===== src/rtl/wb_pkg.sv =====
// Shared constants and fixed-point helpers for the RGB white-balance block.
package wb_pkg;

  localparam int unsigned PX_WIDTH_DEF   = 10;
  localparam int unsigned GAIN_WIDTH_DEF = 12;
  localparam int unsigned GAIN_FRAC_DEF  = 8;
  localparam int unsigned STAT_WIDTH_DEF = 32;

  localparam int unsigned GAIN_ONE = 1 << GAIN_FRAC_DEF;

  // Component field indices inside the packed TDATA word.
  localparam int unsigned G = 0;
  localparam int unsigned B = 1;
  localparam int unsigned R = 2;

  // Round-half-up the fixed-point product, then clamp to the pixel range.
  function automatic logic [31:0] sat_round(input logic [63:0] product,
                                            input int unsigned frac = GAIN_FRAC_DEF,
                                            input int unsigned px_w = PX_WIDTH_DEF);
    logic [63:0] rounded;
    logic [63:0] max_v;
    rounded = (product + (64'd1 << (frac - 1))) >> frac;
    max_v   = (64'd1 << px_w) - 64'd1;
    return (rounded > max_v) ? max_v[31:0] : rounded[31:0];
  endfunction

endpackage


===== src/rtl/axi4_stream_if.sv =====
// AXI4-Stream bundle with master/slave views; tuser marks start of frame.
interface axi4_stream_if #(
    parameter int unsigned DATA_WIDTH = 32,
    parameter int unsigned ID_WIDTH   = 1,
    parameter int unsigned DEST_WIDTH = 1
);

    logic                    tvalid;
    logic                    tready;
    logic [DATA_WIDTH-1:0]   tdata;
    logic [DATA_WIDTH/8-1:0] tkeep;
    logic [DATA_WIDTH/8-1:0] tstrb;
    logic                    tlast;
    logic                    tuser;
    logic [ID_WIDTH-1:0]     tid;
    logic [DEST_WIDTH-1:0]   tdest;

    modport master (
        output tvalid, tdata, tkeep, tstrb, tlast, tuser, tid, tdest,
        input  tready
    );

    modport slave (
        input  tvalid, tdata, tkeep, tstrb, tlast, tuser, tid, tdest,
        output tready
    );

endinterface


===== src/rtl/wb_channel_mul.sv =====
// One colour channel: stage-1 multiply, stage-2 round and saturate, shared stall enable.
module wb_channel_mul
    import wb_pkg::*;
#(
    parameter int unsigned PX_WIDTH   = PX_WIDTH_DEF,
    parameter int unsigned GAIN_WIDTH = GAIN_WIDTH_DEF,
    parameter int unsigned GAIN_FRAC  = GAIN_FRAC_DEF
) (
    input  logic                  clk_i,
    input  logic                  rst_i,
    input  logic                  en_i,
    input  logic [PX_WIDTH-1:0]   comp_i,
    input  logic [GAIN_WIDTH-1:0] gain_i,
    output logic [PX_WIDTH-1:0]   comp_o
);

    localparam int unsigned PROD_WIDTH = PX_WIDTH + GAIN_WIDTH;

    logic [PROD_WIDTH-1:0] prod_q;
    logic [PX_WIDTH-1:0]   rounded;

    assign rounded = PX_WIDTH'(sat_round(64'(prod_q), GAIN_FRAC, PX_WIDTH));

    always_ff @(posedge clk_i or posedge rst_i) begin
        if (rst_i) begin
            prod_q <= '0;
            comp_o <= '0;
        end else if (en_i) begin
            prod_q <= PROD_WIDTH'(comp_i) * PROD_WIDTH'(gain_i);
            comp_o <= rounded;
        end
    end

endmodule


===== src/rtl/rgb_white_balance.sv =====
// Frame-coherent per-channel white-balance gain on an RGB stream, plus per-frame
// pre-gain channel sums and pixel count for auto-white-balance firmware.
module rgb_white_balance
    import wb_pkg::*;
#(
    parameter int unsigned PX_WIDTH   = PX_WIDTH_DEF,
    parameter int unsigned GAIN_WIDTH = GAIN_WIDTH_DEF,
    parameter int unsigned GAIN_FRAC  = GAIN_FRAC_DEF,
    parameter int unsigned STAT_WIDTH = STAT_WIDTH_DEF
) (
    input  logic                  clk_i,
    input  logic                  rst_i,
    input  logic                  wb_en_i,
    input  logic [GAIN_WIDTH-1:0] r_gain_i,
    input  logic [GAIN_WIDTH-1:0] g_gain_i,
    input  logic [GAIN_WIDTH-1:0] b_gain_i,
    axi4_stream_if.slave          rgb_video_i,
    axi4_stream_if.master         rgb_video_o,
    output logic [STAT_WIDTH-1:0] r_sum_o,
    output logic [STAT_WIDTH-1:0] g_sum_o,
    output logic [STAT_WIDTH-1:0] b_sum_o,
    output logic [STAT_WIDTH-1:0] px_cnt_o,
    output logic                  stats_valid_o
);

    localparam int unsigned DATA_WIDTH = ((3 * PX_WIDTH + 7) / 8) * 8;

    logic                           adv;
    logic                           accept;
    logic [2:0][PX_WIDTH-1:0]       comp_in;
    logic [2:0][PX_WIDTH-1:0]       comp_out;
    logic [2:0][GAIN_WIDTH-1:0]     gain_new;
    logic [2:0][GAIN_WIDTH-1:0]     gain_eff;
    logic                           en_sel;
    logic [2:0][GAIN_WIDTH-1:0]     gain_sel;

    logic                           sh_en_q;
    logic [2:0][GAIN_WIDTH-1:0]     sh_gain_q;
    logic [1:0]                     vld_q;
    logic [1:0]                     last_q;
    logic [1:0]                     user_q;

    logic [2:0][STAT_WIDTH-1:0]     acc_q;
    logic [STAT_WIDTH-1:0]          cnt_q;
    logic                           in_frame_q;
    logic [2:0][STAT_WIDTH-1:0]     sum_q;
    logic [STAT_WIDTH-1:0]          px_q;
    logic                           pulse_q;

    function automatic logic [STAT_WIDTH-1:0] sat_add(input logic [STAT_WIDTH-1:0] a,
                                                      input logic [STAT_WIDTH-1:0] b);
        logic [STAT_WIDTH:0] s;
        s = {1'b0, a} + {1'b0, b};
        return s[STAT_WIDTH] ? '1 : s[STAT_WIDTH-1:0];
    endfunction

    assign adv                = !vld_q[1] || rgb_video_o.tready;
    assign rgb_video_i.tready = adv;
    assign accept             = rgb_video_i.tvalid && adv;
    assign comp_in            = rgb_video_i.tdata[3*PX_WIDTH-1:0];
    assign gain_new           = {r_gain_i, b_gain_i, g_gain_i};

    // A start-of-frame beat already sees the gains it is about to latch; bypass
    // is a unity gain, which round-trips every component exactly.
    always_comb begin
        en_sel   = rgb_video_i.tuser ? wb_en_i : sh_en_q;
        gain_sel = rgb_video_i.tuser ? gain_new : sh_gain_q;
        gain_eff = '0;
        for (int i = 0; i < 3; i++) begin
            gain_eff[i] = en_sel ? gain_sel[i] : GAIN_WIDTH'(GAIN_ONE);
        end
    end

    for (genvar i = 0; i < 3; i++) begin : g_ch
        wb_channel_mul #(
            .PX_WIDTH  (PX_WIDTH),
            .GAIN_WIDTH(GAIN_WIDTH),
            .GAIN_FRAC (GAIN_FRAC)
        ) u_ch (
            .clk_i (clk_i),
            .rst_i (rst_i),
            .en_i  (adv),
            .comp_i(comp_in[i]),
            .gain_i(gain_eff[i]),
            .comp_o(comp_out[i])
        );
    end

    always_ff @(posedge clk_i or posedge rst_i) begin
        if (rst_i) begin
            sh_en_q   <= 1'b0;
            sh_gain_q <= {3{GAIN_WIDTH'(GAIN_ONE)}};
            vld_q     <= '0;
            last_q    <= '0;
            user_q    <= '0;
        end else begin
            if (accept && rgb_video_i.tuser) begin
                sh_en_q   <= wb_en_i;
                sh_gain_q <= gain_new;
            end
            if (adv) begin
                vld_q  <= {vld_q[0], rgb_video_i.tvalid};
                last_q <= {last_q[0], rgb_video_i.tlast};
                user_q <= {user_q[0], rgb_video_i.tuser};
            end
        end
    end

    assign rgb_video_o.tvalid = vld_q[1];
    assign rgb_video_o.tlast  = last_q[1];
    assign rgb_video_o.tuser  = user_q[1];
    assign rgb_video_o.tdata  = DATA_WIDTH'(comp_out);
    assign rgb_video_o.tkeep  = '1;
    assign rgb_video_o.tstrb  = '1;
    assign rgb_video_o.tid    = '0;
    assign rgb_video_o.tdest  = '0;

    // Beats before the first frame start after reset belong to a discarded frame.
    always_ff @(posedge clk_i or posedge rst_i) begin
        if (rst_i) begin
            acc_q      <= '0;
            cnt_q      <= '0;
            in_frame_q <= 1'b0;
            sum_q      <= '0;
            px_q       <= '0;
            pulse_q    <= 1'b0;
        end else begin
            pulse_q <= 1'b0;
            if (accept) begin
                if (rgb_video_i.tuser) begin
                    in_frame_q <= 1'b1;
                    if (cnt_q != '0) begin
                        sum_q   <= acc_q;
                        px_q    <= cnt_q;
                        pulse_q <= 1'b1;
                    end
                    for (int i = 0; i < 3; i++) begin
                        acc_q[i] <= STAT_WIDTH'(comp_in[i]);
                    end
                    cnt_q <= STAT_WIDTH'(1);
                end else if (in_frame_q) begin
                    for (int i = 0; i < 3; i++) begin
                        acc_q[i] <= sat_add(acc_q[i], STAT_WIDTH'(comp_in[i]));
                    end
                    cnt_q <= sat_add(cnt_q, STAT_WIDTH'(1));
                end
            end
        end
    end

    assign r_sum_o       = sum_q[R];
    assign g_sum_o       = sum_q[G];
    assign b_sum_o       = sum_q[B];
    assign px_cnt_o      = px_q;
    assign stats_valid_o = pulse_q;

endmodule

===== src/flat_wrapper.sv =====
// flat-port wrapper written by rule: the top's interface ports become plain ports
module rgb_white_balance_flat import wb_pkg::*;
#(
    parameter int unsigned PX_WIDTH   = PX_WIDTH_DEF,
    parameter int unsigned GAIN_WIDTH = GAIN_WIDTH_DEF,
    parameter int unsigned GAIN_FRAC  = GAIN_FRAC_DEF,
    parameter int unsigned STAT_WIDTH = STAT_WIDTH_DEF
)
  (clk_i, rst_i, wb_en_i, r_gain_i, g_gain_i, b_gain_i, r_sum_o, g_sum_o, b_sum_o, px_cnt_o, stats_valid_o, rgb_video_i_tvalid, rgb_video_i_tdata, rgb_video_i_tkeep, rgb_video_i_tstrb, rgb_video_i_tlast, rgb_video_i_tuser, rgb_video_i_tid, rgb_video_i_tdest, rgb_video_i_tready, rgb_video_o_tvalid, rgb_video_o_tdata, rgb_video_o_tkeep, rgb_video_o_tstrb, rgb_video_o_tlast, rgb_video_o_tuser, rgb_video_o_tid, rgb_video_o_tdest, rgb_video_o_tready);
  axi4_stream_if rgb_video_i_i ();
  axi4_stream_if rgb_video_o_i ();
  input  logic clk_i;
  input  logic rst_i;
  input  logic wb_en_i;
  input  logic [GAIN_WIDTH-1:0] r_gain_i;
  input  logic [GAIN_WIDTH-1:0] g_gain_i;
  input  logic [GAIN_WIDTH-1:0] b_gain_i;
  output logic [STAT_WIDTH-1:0] r_sum_o;
  output logic [STAT_WIDTH-1:0] g_sum_o;
  output logic [STAT_WIDTH-1:0] b_sum_o;
  output logic [STAT_WIDTH-1:0] px_cnt_o;
  output logic stats_valid_o;
  input wire logic [$bits(rgb_video_i_i.tvalid)-1:0] rgb_video_i_tvalid;
  input wire logic [$bits(rgb_video_i_i.tdata)-1:0] rgb_video_i_tdata;
  input wire logic [$bits(rgb_video_i_i.tkeep)-1:0] rgb_video_i_tkeep;
  input wire logic [$bits(rgb_video_i_i.tstrb)-1:0] rgb_video_i_tstrb;
  input wire logic [$bits(rgb_video_i_i.tlast)-1:0] rgb_video_i_tlast;
  input wire logic [$bits(rgb_video_i_i.tuser)-1:0] rgb_video_i_tuser;
  input wire logic [$bits(rgb_video_i_i.tid)-1:0] rgb_video_i_tid;
  input wire logic [$bits(rgb_video_i_i.tdest)-1:0] rgb_video_i_tdest;
  output wire logic [$bits(rgb_video_i_i.tready)-1:0] rgb_video_i_tready;
  output wire logic [$bits(rgb_video_o_i.tvalid)-1:0] rgb_video_o_tvalid;
  output wire logic [$bits(rgb_video_o_i.tdata)-1:0] rgb_video_o_tdata;
  output wire logic [$bits(rgb_video_o_i.tkeep)-1:0] rgb_video_o_tkeep;
  output wire logic [$bits(rgb_video_o_i.tstrb)-1:0] rgb_video_o_tstrb;
  output wire logic [$bits(rgb_video_o_i.tlast)-1:0] rgb_video_o_tlast;
  output wire logic [$bits(rgb_video_o_i.tuser)-1:0] rgb_video_o_tuser;
  output wire logic [$bits(rgb_video_o_i.tid)-1:0] rgb_video_o_tid;
  output wire logic [$bits(rgb_video_o_i.tdest)-1:0] rgb_video_o_tdest;
  input wire logic [$bits(rgb_video_o_i.tready)-1:0] rgb_video_o_tready;
  assign rgb_video_i_i.tvalid = rgb_video_i_tvalid;
  assign rgb_video_i_i.tdata = rgb_video_i_tdata;
  assign rgb_video_i_i.tkeep = rgb_video_i_tkeep;
  assign rgb_video_i_i.tstrb = rgb_video_i_tstrb;
  assign rgb_video_i_i.tlast = rgb_video_i_tlast;
  assign rgb_video_i_i.tuser = rgb_video_i_tuser;
  assign rgb_video_i_i.tid = rgb_video_i_tid;
  assign rgb_video_i_i.tdest = rgb_video_i_tdest;
  assign rgb_video_i_tready = rgb_video_i_i.tready;
  assign rgb_video_o_tvalid = rgb_video_o_i.tvalid;
  assign rgb_video_o_tdata = rgb_video_o_i.tdata;
  assign rgb_video_o_tkeep = rgb_video_o_i.tkeep;
  assign rgb_video_o_tstrb = rgb_video_o_i.tstrb;
  assign rgb_video_o_tlast = rgb_video_o_i.tlast;
  assign rgb_video_o_tuser = rgb_video_o_i.tuser;
  assign rgb_video_o_tid = rgb_video_o_i.tid;
  assign rgb_video_o_tdest = rgb_video_o_i.tdest;
  assign rgb_video_o_i.tready = rgb_video_o_tready;
  rgb_white_balance #(.PX_WIDTH(PX_WIDTH), .GAIN_WIDTH(GAIN_WIDTH), .GAIN_FRAC(GAIN_FRAC), .STAT_WIDTH(STAT_WIDTH)) u_core (.clk_i(clk_i), .rst_i(rst_i), .wb_en_i(wb_en_i), .r_gain_i(r_gain_i), .g_gain_i(g_gain_i), .b_gain_i(b_gain_i), .rgb_video_i(rgb_video_i_i), .rgb_video_o(rgb_video_o_i), .r_sum_o(r_sum_o), .g_sum_o(g_sum_o), .b_sum_o(b_sum_o), .px_cnt_o(px_cnt_o), .stats_valid_o(stats_valid_o));
endmodule

===== config.mk =====
export PLATFORM = sky130hd
export DESIGN_NAME = rgb_white_balance_flat
export DESIGN_NICKNAME = d
export VERILOG_FILES = /design/src/rtl/wb_pkg.sv /design/src/rtl/axi4_stream_if.sv /design/src/rtl/wb_channel_mul.sv /design/src/rtl/rgb_white_balance.sv /design/src/flat_wrapper.sv
export SDC_FILE = /design/constraint.sdc
export NUM_CORES = 2
export LEC_CHECK = 0
export CORE_AREA = 3 3 278 280
export CTS_BUF_LIST = sky130_fd_sc_hd__clkbuf_4
export CTS_CLUSTER_SIZE = 40
export DETAILED_ROUTE_END_ITERATION = 16
export DIE_AREA = 0 0 281 283
export MAX_ROUTING_LAYER = met4
export PLACE_DENSITY = 0.69
export RECOVER_POWER = 100
export REMOVE_ABC_BUFFERS = 1
export SYNTH_ARGS = -nofsm -noshare
export SYNTH_HDL_FRONTEND = slang
export SYNTH_SLANG_ARGS = --single-unit
export TNS_END_PERCENT = 5

===== constraint.sdc =====
create_clock -name clk_i -period 15.4 [get_ports clk_i]
set_input_delay 3.85 -clock clk_i [delete_from_list [all_inputs] [get_ports clk_i]]
set_output_delay 3.85 -clock clk_i [all_outputs]
set_load 0.01 [all_outputs]

# Yosys cells after proc, flatten, opt, wreduce, memory -nomap -nowiden

Index checks and enable logic that the tools add are counted.

Add/sub/neg operators: 7
Multipliers: 3
Order comparisons: 3
Muxes and demuxes: 19
Reductions and logical operators: 9

Operators by type and width:

| cell                                                 | number |
|---|---|
| 2-to-1 mux 32 bit                                    | 6 |
| 2-to-1 mux 96 bit                                    | 2 |
| adder 32 x 10 -> 33 bit                              | 3 |
| adder 22 x 8 -> 23 bit, second input constant        | 3 |
| multiplier 10 x 12 -> 22 bit                         | 3 |
| > comparator 15 x 10 -> 1 bit, second input constant | 3 |
| 2-to-1 mux 12 bit                                    | 3 |
| 2-to-1 mux 36 bit                                    | 1 |
| adder 32 x 1 -> 33 bit, second input constant        | 1 |
| nonzero test 32 bit                                  | 1 |
| 2-to-1 mux 10 bit                                    | 3 |
| 2-to-1 mux 1 bit                                     | 4 |
| AND reduction 2 bit                                  | 2 |
| AND reduction 3 bit                                  | 1 |
| logical AND 1 bit                                    | 2 |
| nonzero test 2 bit                                   | 1 |
| logical NOT 1 bit                                    | 1 |
| logical OR 1 bit                                     | 1 |

Register bits: 397
Word-level logic and storage cells: 64

# Longest topological paths before layout

Depth in word-level cells: 4
Gate-level depth with buffers: 25
Gate-level depth less buffers: 22

# Hierarchy

From an unflattened synthesis, not the netlist that was laid out.

Cell total of the unflattened synthesis: 3298
Area total of the unflattened synthesis: 30854.6 sq um

Modules (own cells, without submodules):

| module                                | times used | cells an instance | area an instance (sq um) | seq. area each (sq um) |
|---|---|---|---|---|
| rgb_white_balance                     | 1          | 1577              | 15561.2                  | 7536.0 |
| wb_channel_mul at u_core.g_ch[2].u_ch | 1          | 583               | 5166.2                   | 625.6 |
| wb_channel_mul at u_core.g_ch[1].u_ch | 1          | 575               | 5141.2                   | 625.6 |
| wb_channel_mul at u_core.g_ch[0].u_ch | 1          | 563               | 4986.0                   | 625.6 |

# Worst setup path after synthesis

No wires, ideal clock.

Path kind: input to register
Start point: in rgb_video_i_tuser
End point: reg u_core.g_ch[2].u_ch.prod_q[18]
Library setup time: 0.135 ns
Arrival: 9.581 ns
Data required time: 15.265 ns
Setup slack: 5.684 ns
Stages: 25
Path buffers: 3
Cell sequence: buf_4 > buf_2 > buf_1 > mux2i_1 > nor2_1 > nand2_1 > fa_1 > inv_1 > fa_1 > inv_1 > fa_1 > inv_1 > fa_1 > inv_1 > fa_1 > inv_1 > ha_1 > a21oi_1 > a21boi_0 > a21boi_0 > o31a_1 > o21ai_0 > mux2i_1 > xnor2_1 > o21ai_0

Longest elaborated chain between the ends: 3
Elaborated cells between the ends (all ways): 4
Those cells by class: 1 x mul; 3 x mux

RTL lines:

| item                                                         | line                                             | source |
|---|---|---|
| from (decl)                                                  | flat_wrapper.sv:28                               | `input wire logic [$bits(rgb_video_i_i.tuser)-1:0] rgb_video_i_tuser;` |
| 2-to-1 mux 36 bit / 2-to-1 mux 1 bit (equally long branches) | rgb_white_balance.sv:67, rgb_white_balance.sv:66 |  |
| 2-to-1 mux 12 bit *                                          | rgb_white_balance.sv:70                          | `gain_eff[i] = en_sel ? gain_sel[i] : GAIN_WIDTH'(GAIN_ONE);` |
| multiplier 10 x 12 -> 22 bit *                               | wb_channel_mul.sv:29                             | `prod_q <= PROD_WIDTH'(comp_i) * PROD_WIDTH'(gain_i);` |
| to (signal assigned)                                         | wb_channel_mul.sv:29                             |  |
| to (decl)                                                    | wb_channel_mul.sv:19                             | `logic [PROD_WIDTH-1:0] prod_q;` |

Mark *: on every way between the ends. The rest lies on a longest branch, timed or not.
A chain may end at the register's enable or synchronous reset.

# Worst setup path after layout

Start point: in rgb_video_o_tready
End point: reg u_core.acc_q[21] (netlist name)

Longest elaborated chain between the ends: 3

RTL lines:

| item                            | line                     | source |
|---|---|---|
| from (decl)                     | flat_wrapper.sv:40       | `input wire logic [$bits(rgb_video_o_i.tready)-1:0] rgb_video_o_tready;` |
| logical OR 1 bit                | rgb_white_balance.sv:57  | `assign adv = !vld_q[1] \|\| rgb_video_o.tready;` |
| logical AND 1 bit               | rgb_white_balance.sv:59  | `assign accept = rgb_video_i.tvalid && adv;` |
| AND reduction 2 bit (no line)   | --                       |  |
| to (signal, indexed assignment) | rgb_white_balance.sv:138 | `acc_q[i] <= STAT_WIDTH'(comp_in[i]);` |
| to (signal, indexed assignment) | rgb_white_balance.sv:143 | `acc_q[i] <= sat_add(acc_q[i], STAT_WIDTH'(comp_in[i]));` |
| to (decl)                       | rgb_white_balance.sv:43  | `logic [2:0][STAT_WIDTH-1:0] acc_q;` |

No other way between the ends.

==> results.ini <==
[outcome]
outcome=complete, but fails checks
failed_checks=capacitance limit, slew limit

[yosys]
syn_inst=3201
synthTopCellsByArea=dfrtp_1 31%, fa_1 16%, ha_1 8.4%, nand2_1 5.6%, and2_1 4.5%
syn_area_per_cell_um2=9.32
ys_seq_area_frac=0.316
synthFlopType=dfrtp_1
synthesis.area_um2=29800
async_flop_share=1.00
ys_ff_latch=376
synth_cell_types=84
synth_common_cells=444 x nand2_1, 373 x dfrtp_1, 290 x inv_1
yosys.area.top_type=dfrtp_1
synth_edf_count=0
synth_top_cell_area_share=0.313
yosysMostFrequentCell=nand2_1
synth_warnings=0

[setup_path]
cp-end-kind=register
arrival_ns=12.73
critPathMaxFanout=50
critPathKind=in -> reg
crit_required_ns=16.15
rrSetupSlack_ns=6.47
crit_path_start_kind=primary input

[finish]
fin_util=0.459
layout-drive-gt1-share=0.0931
regArea_um2=9410
synthToLayoutAreaGrowth_pct=15.0
final_net_count=3947
fill_cells=7128
multi_input_area_um2=18700

[job]
drv_cap=12

[die]
dieArea_um2=79500
die_y_um=283
coreArea_um2=74700
initial_core_util=0.399
row_count=100
fp.dieW_um=281
io_pins=260

[detailed_routing]
drtAntennaViolNets=0
wl_per_cell_um=17.7
vias_per_cell=5.34
postRouteWirelength_um=79300
initialDrtViolationCount=1132
first_pass_iters=5
drc_errors=0
vias=23940

[clock_tree]
root_buffer=clkbuf_4
cts_tree=built
cts_max_path_buffers=3
cts_resized=0
insertion_delay_ns=0.92
cts.reportedPaths.clkPinSlew_ns=0.06
cts.sinks=376
postCtsSetupRepairBufs=0
ctsHoldBuffers=0
htree_levels=3
cts_buffers=111

[sta]
fin_crit_sh=0.778
finalSetupViolCount=0
skew_ns=0.0902
fmax_mhz=83.5
slew_headroom=-2.08
fin_crit_ns=11.98
fin_setup_tns_ns=0
worstMarginPinSlew_ns=4.59
final_hold_viol_count=0
maxSlewViolCount=741
rsz0062_at_grt=false

[grt]
grt_first_pass_wirelength_um=128000
antenna_found_initial=2
grt_pass1_vias=24149
grt_max_degree=160
track_usage=0.206
gr-total-overflow=0

[hold_path]
holdCritPathClass=reg -> reg

[placed_design]
numPortBuffers=235
hpwl_um=55900
gp_congestion=0.858

[power_and_ir_drop]
ir_drop_uv=93.4
power_density_nw_per_um2=137
p_leak_nw=16.7

==> stage by stage <==
step	area (µm²)	instances	setup WS [ns]	power, W	hold WS, ns
2_1_floorplan	29200	3052	1.11	0.00314	0.435
3_3_place_gp	33000	4284	4.41	0.00378	0.449
3_5_place_dp	33000	4284	4.40	0.00382	0.449
4_1_cts	34400	4480	5.33	0.00483	0.461
5_1_grt	34300	4481	2.78	0.00519	0.476
6_report	34300	4482	3.42	0.00471	0.459
==> registers in the layout, indices dropped and copies added (netlist names), 30 cells and up <==
signal and flops:
u_core.b_sum_o 32, u_core.px_cnt_o 32, u_core.cnt_q 32, u_core.g_ch.u_ch.comp_o 30
u_core.g_ch.u_ch.prod_q 45, u_core.r_sum_o 32, u_core.g_sum_o 32, u_core.acc_q 96
u_core.sh_gain_q 36
==> cell type report <==
cell class	instances	share of cell area
Antenna cell	2	0.000146
Clock inverter	39	0.00606
Timing Repair Buffer	263	0.0733
Sequential cell	376	0.275
Tap cell	969	0.0354
Clock buffer	157	0.0344
Multi-Input combinational cell	2386	0.544
Inverter	290	0.0318
==> logic make-up after synthesis <==
| kind of cell | synth area share |
|---|---|
| AOI/OAI and AO/OA | 0.125 |
| and+or+nand+nor | 0.179 |
| DFF | 0.316 |
| other | 0.000252 |
| xor gates and xnor gates | 0.0261 |
| adders and majority gates | 0.241 |
| buffers and inverters | 0.0598 |
| muxes | 0.0535 |
==> critical path, stage by stage <==
cell           delay, ns
dlygate4sd3_1       0.57
nor2b_4             0.04
clkbuf_1            0.71
clkinvlp_2          0.75
nand2_1             0.10
clkbuf_1            0.38
nor2_1              2.24
clkbuf_1            1.91
nand2_1             0.88
buf_4               0.58
nand2_1             0.15
a41oi_1             0.04
or3_1               0.46
==> routing by layer <==
| layer | part of all wire | global-route usage | wire [µm] | vias up |
|---|---|---|---|---|
| met1 | 0.45 | 0.267 | 35500 | 11901 |
| met2 | 0.46 | 0.316 | 36200 | 593 |
| met3 | 0.068 | 0.0483 | 5390 | 135 |
| li1 | - | - | - | 11311 |
| met5 | 0 | - | 0 | - |
| met4 | 0.029 | 0.0709 | 2300 | 0 |
==> final timing paths <==
check                              startpoint                       endpoint  depth (start not counted)
setup / recovery           rgb_video_o_tready               u_core.acc_q[21]                         13
max in group asynchronous               rst_i  u_core.g_ch[1].u_ch.comp_o[0]                          4
min in group asynchronous               rst_i            u_core.px_cnt_o[23]                          2
hold reg to reg               u_core.vld_q[0]                u_core.vld_q[1]                          1
setup reg to reg              u_core.vld_q[1]               u_core.acc_q[21]                         12
hold / removal                u_core.vld_q[0]                u_core.vld_q[1]                          1
==> where the power goes <==
part / switching [W] / leakage, nW / internal, W / total [W]
clock: 0.000480 / 0.822 / 0.000474 / 0.000953
sequential: 0.000163 / 4.83 / 0.00120 / 0.00136
combinational: 0.00134 / 11.1 / 0.00106 / 0.00240
==> placed cells by master (no fill, tap or decap), drive strengths merged, types with 8 or more instances in the layout <==
master	n
o311ai	11
nor2b	9
ha	200
nand4	33
clkdlybuf4s50	69
a22o	21
nor4	18
or4	8
buf	16
xnor2	47
xor2	42
or3	12
o21a	15
o211ai	15
a21oi	143
nand2b	14
fa	234
o31ai	14
a41oi	9
nor2	153
inv	291
a31oi	33
mux2	114
nand2	445
nand3b	8
conb	12
and3	50
clkinv	35
o21ai	231
a211oi	14
dfrtp	373
a21o	33
dlygate4sd3	165
clkbuf	170
and2	217
mux2i	31
nand3	66
nor3	52
Note: power is estimated with default switching activity, not from simulation.
